$ cat config.mk
export PLATFORM = sky130hd
export DESIGN_NAME = weight_read_sequencer
export DESIGN_NICKNAME = d
export VERILOG_FILES = /design/src/rtl/weight_read_sequencer.sv
export SDC_FILE = /design/constraint.sdc
export NUM_CORES = 1
export LEC_CHECK = 0
export CORE_ASPECT_RATIO = 0.7
export CORE_UTILIZATION = 46
export DETAILED_ROUTE_END_ITERATION = 10
export PLACE_DENSITY = 0.8
export SYNTH_ARGS = -nofsm -noshare
export SYNTH_HDL_FRONTEND = slang
export SYNTH_SLANG_ARGS = --single-unit
export TNS_END_PERCENT = 100
$ cat constraint.sdc
create_clock -name clk -period 3.3 [get_ports clk]
set_clock_uncertainty 0.2 [all_clocks]
set_input_delay 0.33 -clock clk [delete_from_list [all_inputs] [get_ports clk]]
set_output_delay 0.33 -clock clk [all_outputs]
set_load 0.02 [all_outputs]
$ cat src/rtl/weight_read_sequencer.sv
// Weight-memory read sequencer for one neuron: pairs each accepted activation
// with the weight fetched from a 1-cycle-latency ROM and hands the pair to the MAC.
module weight_read_sequencer #(
  parameter int addressWidth = 10,
  parameter int dataWidth    = 16
) (
  input  logic                  clk,
  input  logic                  rstn,
  input  logic                  start,
  input  logic [addressWidth:0] base_addr,
  input  logic [addressWidth:0] num_weights,
  output logic                  busy,
  output logic                  done,
  input  logic                  x_valid,
  input  logic [dataWidth-1:0]  x_data,
  output logic                  x_ready,
  output logic                  w_ren,
  output logic [addressWidth:0] w_raddr,
  input  logic [dataWidth-1:0]  w_rdata,
  output logic                  mac_valid,
  output logic [dataWidth-1:0]  mac_x,
  output logic [dataWidth-1:0]  mac_w,
  output logic                  mac_last
);

  localparam int AW = addressWidth + 1;
  localparam logic [AW-1:0] ONE = AW'(1);

  typedef enum logic [1:0] {IDLE, RUN, DRAIN, DONE} state_t;

  state_t        state;
  logic [AW-1:0] base_reg;
  logic [AW-1:0] num_reg;
  logic [AW-1:0] cnt;
  logic          hs;
  logic          last_hs;

  // The ROM read is issued in the handshake cycle so its data lines up with
  // the registered activation one cycle later.
  assign hs      = x_valid & x_ready;
  assign last_hs = hs && (cnt == (num_reg - ONE));
  assign w_ren   = hs;
  assign w_raddr = base_reg + cnt;
  assign mac_w   = w_rdata;

  always_ff @(posedge clk or negedge rstn) begin
    if (!rstn) begin
      state     <= IDLE;
      cnt       <= '0;
      base_reg  <= '0;
      num_reg   <= '0;
      busy      <= 1'b0;
      done      <= 1'b0;
      x_ready   <= 1'b0;
      mac_valid <= 1'b0;
      mac_last  <= 1'b0;
      mac_x     <= '0;
    end else begin
      done      <= 1'b0;
      mac_valid <= hs;
      mac_last  <= last_hs;
      if (hs) begin
        mac_x <= x_data;
        cnt   <= cnt + ONE;
      end
      case (state)
        IDLE: begin
          if (start) begin
            if (num_weights != '0) begin
              base_reg <= base_addr;
              num_reg  <= num_weights;
              cnt      <= '0;
              busy     <= 1'b1;
              x_ready  <= 1'b1;
              state    <= RUN;
            end else begin
              done  <= 1'b1;
              state <= DONE;
            end
          end
        end
        RUN: begin
          if (last_hs) begin
            x_ready <= 1'b0;
            state   <= DRAIN;
          end
        end
        DRAIN: begin
          busy  <= 1'b0;
          done  <= 1'b1;
          state <= DONE;
        end
        DONE: begin
          state <= IDLE;
        end
        default: begin
          state <= IDLE;
        end
      endcase
    end
  end

endmodule

==> Yosys cells after proc, flatten, opt, wreduce, memory -nomap -nowiden <==
Cells that the tools add are included.
{ "totals": {"reg_bits": 56, "out_inout_bits": 49} }
{ "classes": {"add_sub_neg": 3, "n_eq_ne": 7, "muxes": 16, "n_bitwise": 1, "n_reduce_logical": 9} }
{ "op_table": {"columns": ["op", "count"], "rows": [
  ["$mux W11", 4],
  ["$add A11 B1 Y11 const B", 1],
  ["$add A11 B11 Y11", 1],
  ["$eq A11 B11 Y1", 1],
  ["$reduce_bool A11 Y1", 1],
  ["$sub A11 B1 Y11 const B", 1],
  ["$pmux W2 S4", 1],
  ["$mux W2", 3],
  ["$ne A2 B2 Y1 const B", 3],
  ["$pmux W1 S2", 3],
  ["$reduce_and A3 Y1", 2],
  ["$mux W1", 5],
  ["$eq A2 B2 Y1 const B", 2],
  ["$reduce_and A4 Y1", 1],
  ["$reduce_bool A2 Y1", 2],
  ["$eq A2 B1 Y1 const B", 1],
  ["$logic_not A2 Y1", 1],
  ["$reduce_and A2 Y1", 1],
  ["$and A1 B1 Y1", 1],
  ["$logic_and A1 B1 Y1", 1]
]} }

==> Longest topological paths before layout <==
{ "depth": {"word_depth": 5, "ltp_mapped": 9, "depth_no_buf": 9} }

==> Worst setup path after synthesis <==
OpenSTA, ideal clock, no wires.
{ "synth_path": {"path_type": "register to output", "startpoint": "register cnt[1]", "endpoint": "output port w_raddr[9]", "arrival_time_ps": 2626, "required_time_ps": 2770, "slack_ps": 144, "path_stages_with_launch": 8, "path_cell_list": "dfrtp_1 > ha_1 > a21o_1 > a21oi_1 > o21ai_0 > a2111oi_0 > nor2_1 > o311ai_0"} }
{ "synth_via": {"elab_chain_cells": 1} }
{ "synth_rtl": {"columns": ["item", "line_no", "rtl"], "rows": [
  ["start: declaration", "34", "logic [AW-1:0] cnt;"],
  ["start signal: assignment", "64", "cnt <= cnt + ONE;"],
  ["$add A11 B11 Y11", "43", "assign w_raddr = base_reg + cnt;"],
  ["end: declaration", "18", "output logic [addressWidth:0] w_raddr,"]
]} }
No other way between the ends.

==> Worst setup path in the final report <==
{ "layout_path": {"startpoint": "register base_reg[1]", "endpoint": "output port w_raddr[9]"} }
{ "layout_via": {"elab_chain_cells": 1} }
{ "layout_rtl": {"columns": ["item", "line_no", "rtl"], "rows": [
  ["start: declaration", "32", "logic [AW-1:0] base_reg;"],
  ["start signal: assignment", "70", "base_reg <= base_addr;"],
  ["$add A11 B11 Y11", "43", null]
]} }
No other way between the ends.

==> parameters.txt <==
Parameter                              Value

Run status
  Run status ... finished, final reports clean

Logic synthesis
  Yosys warning total ... 0
  Top_reg_cell synth ... dfrtp_1
  Area share of the leading cell type in the synthesized netlist ... 43.1%
  Post-Synthesis Cells ... between 300 and 400
  Number of flops mapped to enable cells by yosys ... 0
  Post-synth design cell area ... 3250 sq um
  Most common cell in the netlist ... nand2_1
  Fraction of registers with async set or reset after synthesis ... 100%
  Synth top area cells ... dfrtp_1, nand2_1, mux2_2, ha_1, xor2_1
  Post-synthesis sequential area ratio ... 43.1%
  Flip-flop and latch count after synthesis ... 56
  Syn Area/Cell ... 9.64 sq um
  Number of distinct standard cells referenced by the synthesized netlist ... 55
  Net Count, Synth ... 411
  Commonest cells post-synth ... nand2_1, dfrtp_1, nor2_1, mux2_2
  Yosys top cell by area ... dfrtp_1

Floorplanning
  Floorplan die area ... 7410 sq um
  Die Span Y ... 72.3 um
  Core Area ... a little under 7000 sq um
  Starting density of the core ... roughly 48%
  Die Span X ... ~100 um
  Boundary pin count ... between 100 and 150
  Std-Cell Rows ... 25

Clock network
  Number of buffers on the longest clock path ... 2
  Clk root buf ... clkbuf_8
  CTS sink cnt ... 56
  Clock latency of the later-clocked register in the worst-skew pair ... 0.32 ns
  Inserted Clock Buffers ... 5
  Worst-path clk slew ... 0.11 ns
  Depth of the CTS H-tree ... 2
  CTS tree ... done

Setup path
  Critical path fanouts, max ... 2
  Worst reg-to-reg path cell count ... 6
  Cell class contributing the biggest share of worst-path delay ... compound AO/OA/AOI/OAI gates
  Required time of the worst setup path ... 2.77 ns
  Slowest cell on the critical path ... a2111oi_1
  Type of element launching the critical path ... flop
  Critical path's largest stage delay ... 0.43 ns
  Terminus of the critical flop-to-flop path ... state[0]$_DFFE_PN0P_
  Worst reg-to-reg setup slack ... 0.66 ns
  FF-to-FF Start ... num_reg[0]$_DFFE_PN0P_
  Worst path buffer plus inverter count ... 2
  CP Class ... reg2out
  Crit path depth ... 9
  CP Capture Type ... primary output
  Endpoint arrival time on the critical path ... 2.64 ns
  Cells along the critical path ... ha_1 -> a21o_1 -> a21oi_1 -> o21ai_1 -> a2111oi_1 -> buf_4 -> nor2_1 -> o311ai_0 -> buf_2

Cells and area
  P&R area growth vs syn ... 27.1%
  Final #Nets ... 481
  Area taken by multi-input logic gates ... 1650 sq um
  Number of flip-flops in the largest register ... 16
  Share of post-route cells with drive strength above 1 ... approximately 14%
  Area of all sequential standard cells ... 1400 sq um
  Number of fillers in the final layout ... 600
  Diode insertion count for antenna repair ... 0
  Register bank with the most flops ... mac_x
  Final core area utilization ... 60.8%

Power
  Worst supply voltage drop on vdd ... ~0.49 mV
  Leakage Power ... approximately 1.9 nW
  Power Dens Cells ... approximately 760 nW/um^2

STA
  Number of setup violations in the final report ... 0
  Crit share post-route ... 96.1%
  Crit path time final ... 3.17 ns
  Setup repair after global routing missed its margin ... false
  Fmax ... 0.315 GHz
  Worst relative slew slack ... 51.7%
  Count of pins over their slew limit ... 0
  Slack of the critical path ... between 0.1 and 0.15 ns
  Tightest Pin Transition ... 0.719 ns
  Number of hold-slack violations in the final timing report ... 0

Hold path
  Worst hold-check path type ... reg2reg
  Startpoint of the most critical hold path ... mac_x[5]$_DFFE_PN0P_
  End of the worst hold path ... mac_x[5]$_DFFE_PN0P_
  Worst Hold Path Cells ... 2

Detailed routing
  Detailed-route DRC error count ... 0
  Total wire length ... between 7000 and 8000 um
  Post-route antenna net violation count ... 0
  Detailed router's first-iteration violation count ... 99
  Iteration count of the initial detailed-routing pass ... 4
  Routed WL per cell ... between 10 and 15 um
  Vias after detailed routing ... 2554
  Vias/cell ... 5.09

GRT
  Global route total overflow ... 0
  Antenna violations before repair ... 0
  Global router's overall resource usage ... 20.3%
  Via count of the first global-routing pass ... 2519
  Maximum number of pins on one net before global-route repair ... 38
  First-pass GRT wire length ... 11700 um

Placed design
  Placement Setup Slack ... -0.0523 ns
  Placer's final routability congestion estimate ... approximately 0.85
  I/O Buffers ... 74
  Final HPWL from detailed placement ... 5200 um

Flow run
  Max-cap violations ... 0
==> worst min-delay path: stages (launching register included) <==
cell and delay [ns]:
dfrtp_1 0.36, nand2_1 0.05, nand2_1 0.05
==> what timing repair did <==
| action | 4_1_cts | 5_1_grt |
|---|---|---|
| resized for setup | 12 | 8 |
| hold buffers | 1 | 0 |
| hold endpoints to repair | 29 | 0 |
| pin swaps | 1 | 1 |
| endpoints found under the setup margin | 5 | 4 |
| setup buffers | 0 | 0 |
==> routing by layer <==
metal	part of all wire, %	track usage (%)	up-vias
li1	-	-	1280
met1	50	28.5	1216
met2	46	32.0	48
met3	3.8	4.34	10
met4	0.93	5.08	0
met5	0	0	-
==> cell type report <==
| cell class | instances | area share [%] |
|---|---|---|
| multi-input combinational | 242 | 39.8 |
| inverter | 16 | 1.45 |
| sequential | 56 | 33.9 |
| timing repair buffer | 86 | 19.6 |
| tap | 94 | 2.85 |
| clock buffer | 5 | 1.67 |
| clock inverter | 3 | 0.636 |
==> per-stage QoR <==
| stage | power (mW) | cells | instance area, sq um | hold WS [ns] | setup TNS, ns |
|---|---|---|---|---|---|
| final | 3.15 | 502 | 4130 | 0.287 | 0 |
| after global routing | 3.38 | 502 | 4130 | 0.316 | 0 |
| after CTS | 3.19 | 502 | 4150 | 0.291 | 0 |
| after detailed placement | 2.78 | 493 | 4040 | 0.217 | -0.0585 |
| after global placement | 2.73 | 493 | 4040 | 0.196 | 0 |
| after floorplan | 2.18 | 337 | 3250 | -0.166 | 0 |
==> worst max-delay path by stage <==
stage | start | end
after floorplan | cnt[1]$_DFF_PN0_ | w_raddr[9]
after global placement | base_reg[1]$_DFFE_PN0P_ | w_raddr[9]
after detailed placement | base_reg[1]$_DFFE_PN0P_ | w_raddr[9]
after CTS | base_reg[1]$_DFFE_PN0P_ | w_raddr[9]
after global routing | cnt[1]$_DFF_PN0_ | w_raddr[10]
final | base_reg[1]$_DFFE_PN0P_ | w_raddr[9]
==> layout by cell type (no fill, tap or decap), types with 2 or more instances in the layout <==
master,synthesis,final
a211oi_1,2,2
a21o_1,2,2
a21oi_1,7,7
a22oi_1,2,2
a31oi_1,2,2
and3_1,3,3
and3_2,2,2
buf_2,0,2
buf_4,16,11
clkbuf_2,0,2
clkbuf_8,0,5
clkdlybuf4s50_1,0,68
dfrtp_1,56,56
ha_1,15,15
inv_1,16,16
inv_6,0,2
mux2_2,19,19
mux2i_1,2,2
nand2_1,63,63
nand2b_1,2,2
nand3_1,9,9
nand4_1,4,4
nor2_1,22,21
nor2b_1,5,5
nor3_1,9,9
nor3b_1,2,2
nor4_1,3,3
nor4_2,2,2
o21ai_0,9,7
o21ai_1,0,2
o311ai_0,2,2
xnor2_1,13,13
xor2_1,14,14
==> power by group <==
part / total, mW / leakage [nW] / internal, mW / switching [mW]
clock network: 0.405 / 0.0491 / 0.157 / 0.248
registers: 1.06 / 0.688 / 0.882 / 0.175
logic: 1.69 / 1.13 / 0.821 / 0.869
==> cells by family (layout without fill, tap and decap cells) <==
kind of cell             count (synthesis)  count (layout)  share of synthesized area, %
buffers and inverters                   39             110                          6.35
adder cells (fa/ha/maj)                 16              16                          6.39
flip-flops                              56              56                          43.1
XOR/XNOR                                27              27                          7.28
AO/OA/AOI/OAI                           39              39                          8.32
multiplexers                            21              21                          7.20
AND/OR/NAND/NOR                        139             139                          21.3
Power figures use the tool's default switching activity.
